$ cat src/rtl/mem_port_arbiter.sv
// mem_port_arbiter: arbitrates instruction and data ports onto one single-outstanding downstream port
module mem_port_arbiter #(
  parameter bit RR_EN = 1'b1
) (
  input  logic        clk,
  input  logic        rst,
  input  logic [31:0] imem_addr,
  input  logic [3:0]  imem_rmask,
  input  logic [3:0]  imem_wmask,
  input  logic [31:0] imem_wdata,
  output logic [31:0] imem_rdata,
  output logic        imem_resp,
  input  logic [31:0] dmem_addr,
  input  logic [3:0]  dmem_rmask,
  input  logic [3:0]  dmem_wmask,
  input  logic [31:0] dmem_wdata,
  output logic [31:0] dmem_rdata,
  output logic        dmem_resp,
  output logic [31:0] dfp_addr,
  output logic [3:0]  dfp_rmask,
  output logic [3:0]  dfp_wmask,
  output logic [31:0] dfp_wdata,
  input  logic [31:0] dfp_rdata,
  input  logic        dfp_resp
);
  typedef enum logic [1:0] {IDLE, IBUSY, DBUSY} state_t;
  state_t state_q, state_d;
  logic last_d_q, last_d_d;
  logic [31:0] addr_q, addr_d, wdata_q, wdata_d;
  logic [3:0] rmask_q, rmask_d, wmask_q, wmask_d;
  logic ireq, dreq, gnt_d, gnt_i, busy, unused_ok;
  assign unused_ok = ^{imem_wmask, imem_wdata};
  always_comb begin
    ireq = |imem_rmask;
    dreq = |(dmem_rmask | dmem_wmask);
    gnt_d = state_q == IDLE && dreq && (!ireq || !RR_EN || !last_d_q);
    gnt_i = state_q == IDLE && ireq && !gnt_d;
    state_d = state_q;
    if (gnt_d) state_d = DBUSY;
    else if (gnt_i) state_d = IBUSY;
    else if (state_q != IDLE && dfp_resp) state_d = IDLE;
    last_d_d = gnt_d ? 1'b1 : gnt_i ? 1'b0 : last_d_q;
    addr_d = gnt_d ? dmem_addr : gnt_i ? imem_addr : addr_q;
    rmask_d = gnt_d ? dmem_rmask : gnt_i ? imem_rmask : rmask_q;
    wmask_d = gnt_d ? dmem_wmask : gnt_i ? 4'h0 : wmask_q;
    wdata_d = gnt_d ? dmem_wdata : gnt_i ? 32'h0 : wdata_q;
    busy = state_q != IDLE && !rst;
    dfp_addr = busy ? addr_q : 32'h0;
    dfp_rmask = busy ? rmask_q : 4'h0;
    dfp_wmask = busy ? wmask_q : 4'h0;
    dfp_wdata = busy ? wdata_q : 32'h0;
    imem_resp = busy && state_q == IBUSY && dfp_resp;
    dmem_resp = busy && state_q == DBUSY && dfp_resp;
    imem_rdata = imem_resp ? dfp_rdata : 32'h0;
    dmem_rdata = dmem_resp ? dfp_rdata : 32'h0;
  end
  always_ff @(posedge clk) begin
    if (rst) begin
      state_q <= IDLE;
      last_d_q <= 1'b0;
      addr_q <= 32'h0;
      rmask_q <= 4'h0;
      wmask_q <= 4'h0;
      wdata_q <= 32'h0;
    end else begin
      state_q <= state_d;
      last_d_q <= last_d_d;
      addr_q <= addr_d;
      rmask_q <= rmask_d;
      wmask_q <= wmask_d;
      wdata_q <= wdata_d;
    end
  end
endmodule

$ cat config.mk
export PLATFORM = sky130hd
export DESIGN_NAME = mem_port_arbiter
export DESIGN_NICKNAME = d
export VERILOG_FILES = /design/src/rtl/mem_port_arbiter.sv
export SDC_FILE = /design/constraint.sdc
export NUM_CORES = 1
export LEC_CHECK = 0
export CAP_MARGIN = 15
export CORE_MARGIN = 2
export CORE_UTILIZATION = 35
export CTS_BUF_LIST = sky130_fd_sc_hd__clkbuf_8
export CTS_CLUSTER_DIAMETER = 120
export DETAILED_ROUTE_END_ITERATION = 8
export PLACE_DENSITY = 0.78
export REMOVE_ABC_BUFFERS = 1
export SKIP_LAST_GASP = 1
export SYNTH_ARGS = -nofsm -noshare
export SYNTH_HDL_FRONTEND = slang
export SYNTH_SLANG_ARGS = --single-unit
$ cat constraint.sdc
create_clock -name clk -period 2.5 [get_ports clk]
set_input_delay 0.5 -clock clk [delete_from_list [all_inputs] [get_ports clk]]
set_output_delay 0.5 -clock clk [all_outputs]
set_load 0.02 [all_outputs]
==> metrics <==
die outline area=14960 µm²; WL per Instance=18.70 µm; setup slack after placement=-0.3590 ns; clk_lat worst skew=0.36 ns; GR Util All Layers=0.2475; # rows=between 40 and 50; htree depth=3; Max Slew Vio Count=0; TritonCTS Buffers=9; Worst Path Class, Setup=input port to output port; P&R area growth vs syn=64.65%; IO Port Bufs=280; Max Cap Viol=0; Layout fillers=about 1300; Reg area=about 1500 µm²; vias post-DR=~6100; hold depth=2; Post-Syn Instances=between 600 and 700; leading area contributor after synthesis=dfxtp_1; number of top-level pins=~320; final wirelength=slightly below 20000 µm; PwrDens=790.6 nW/µm²; Critical Path End=imem_rdata[9]; CP startpoint kind=input port; Peak VDD IR=0.0005649 V; final HPWL from detailed placement=12830 µm; crit path time final=2.480 ns; Final Hold Violating Endpoints=0; die height=122.3 µm; Syn Std Cell Area=between 4000 and 5000 µm²; core area=13770 µm²; relative slew slack=0.4077; largest net degree at the start of global routing=78; post-route ant nets=0; Worst-path clk slew=0.08 ns; ratio of cells with drive above 1 in the final layout=0.1112; reg2reg setup slack=between 0.4 and 0.5 ns; Tcrit/Tclk final=0.9920; DRT Pass-1 Iters=5; commonest non-fill, non-tap cell in the layout=clkdlybuf4s50_1; post-DR vias/cell=5.823; grt total ovfl=0; area of the multi-input gates=slightly above 3000 µm²; commonest cells after routing, fill and taps aside=141 x clkdlybuf4s50_1, 136 x and2_1, 81 x dlygate4sd2_1, 74 x dfxtp_1; launch point of the worst path=dfp_resp; Critical R2R Capture=addr_q[15]$_SDFFE_PP0P_; crit path max fanout=15; CP Capture Type=output port; Max clock buf depth=2; top cells by area, synth=dfxtp_1 31%, and2_1 17%, o2111ai_1 6.4%, a2111oi_0 5.7%, a311oi_1 5.7%; initial antenna violation count=0; Data required, critical path=2.00 ns; setup TNS=0 ns; Hold WC Path Type=register to register; Pleak=0.003609 µW; Reg2Reg Launch Point=state_q[0]$_SDFFE_PP0P_; Starting Density=0.3557; CTS tree=built; top cell type's share of synthesized area=0.3065; fin worst setup slack=0.02006 ns; CTS sink count=75; setup violators final=0; status=finished, final reports clean; #FFs+latches synth=75; Worst Max-Slew Pin Slew=0.8884 ns; cells on worst reg2reg path=6; nets=1037; Seq/Total Area, Yosys=0.3065; DRC viols=0; Root Buffer=clkbuf_8; RSZ-0062 raised after global routing=yes; Highest Clock Rate=0.4032 GHz; Worst Clk Skew=~0.014 ns; gp weighted congestion=0.7841; Arr. time, crit path=1.98 ns; number of global-route vias before repair=5614; 1st-iter DRT viols=around 450; Cell variety after synth=35; Die X=122.3 µm; first-pass GRT wire length=29740 µm; syn_area_per_cell=about 8 µm²; total of warnings raised by yosys=0
==> layout make-up <==
class | count | area share
Antenna cell | 1 | 0.0003103
Inverter | 1 | 0.0004654
Timing Repair Buffer | 318 | 0.3810
Sequential cell | 75 | 0.1866
Tap cell | 180 | 0.02792
Clock inverter | 6 | 0.007912
Multi-Input combinational cell | 453 | 0.3787
Clock buffer | 10 | 0.01706
==> cells in the mapped netlist <==
library cell,number
nand2_1,36
o21a_1,4
and2_1,136
nor4_1,1
a41oi_1,4
a21oi_1,3
o21ai_0,33
nor2_1,1
nand3b_1,4
o22ai_1,1
nand4_1,36
buf_2,21
buf_6,3
inv_1,1
or2_1,1
o41a_1,1
nand3_1,36
a311oi_1,32
a2111oi_0,32
a31oi_1,36
and4bb_2,1
nor2_2,1
dfxtp_1,75
o2111ai_1,36
buf_1,1
nand2b_1,1
or4_1,3
nor2b_1,4
o221ai_1,4
nor4b_1,1
o41ai_4,1
o211ai_4,1
nor4_4,2
clkbuf_1,62
and3b_1,1
==> power breakdown <==
group / leakage, µW / total, µW / switching, µW / internal (µW)
Combinational: 0.00289 / 3450 / 2040 / 1400
Clock: 0.0000987 / 983 / 494 / 489
Sequential: 0.000622 / 1940 / 271 / 1670
Total: 0.00361 / 6380 / 2810 / 3570
==> stage by stage <==
stage                       util  area, µm²  hold WS [ns]  instances  total power (µW)
after floorplan                -       4523        0.4552        529              3817
after global placement    0.5782       7964        0.4746       1023              5465
after detailed placement  0.5782       7964        0.4828       1023              5522
after CTS                 0.5870       8085        0.4982       1040              6422
after global routing      0.5854       8063        0.5213       1043              6804
final                     0.5856       8065        0.4973       1044              6376
==> critical path, stage by stage <==
cell and delay (ns):
clkdlybuf4s50_1 0.51, nor4b_4 0.30, buf_6 0.21, and2_1 0.13
dlygate4sd2_1 0.32
==> worst min path at each step <==
stage                             start                       end  slack, ns
3_5_place_dp    wdata_q[2]$_SDFFE_PP0P_   wdata_q[2]$_SDFFE_PP0P_       0.48
6_report       wdata_q[22]$_SDFFE_PP0P_  wdata_q[22]$_SDFFE_PP0P_       0.50
5_1_grt        wdata_q[22]$_SDFFE_PP0P_  wdata_q[22]$_SDFFE_PP0P_       0.52
4_1_cts         wdata_q[2]$_SDFFE_PP0P_   wdata_q[2]$_SDFFE_PP0P_       0.50
2_1_floorplan   wdata_q[0]$_SDFFE_PP0P_   wdata_q[0]$_SDFFE_PP0P_       0.46
3_3_place_gp    wmask_q[1]$_SDFFE_PP0P_   wmask_q[1]$_SDFFE_PP0P_       0.47
==> layer usage <==
metal	global-route usage	vias up	wire length [µm]
met5	0	-	0
li1	-	2853	-
met1	0.3040	2893	7600
met4	0.09195	0	460
met3	0.04972	32	1668
met2	0.4264	301	9797
==> cells by family after synthesis <==
group	Yosys count	share of synthesized area
flip-flops	75	0.3065
AO/OA/AOI/OAI	188	0.2955
AND/OR/NAND/NOR	265	0.3206
buffers and inverters	88	0.07739
==> registers in the layout, indices dropped and copies added (netlist names) <==
name	flops
addr_q	32
last_d_q	1
rmask_q	4
state_q	2
wdata_q	32
wmask_q	4
==> repair_timing <==
item	4_1_cts	5_1_grt
setup buffers	0	3
hold buffers	0	0
gates cloned	1	0
gates resized for setup	144	59
endpoints found under the setup margin	137	56
(Power assumes the default switching activity.)
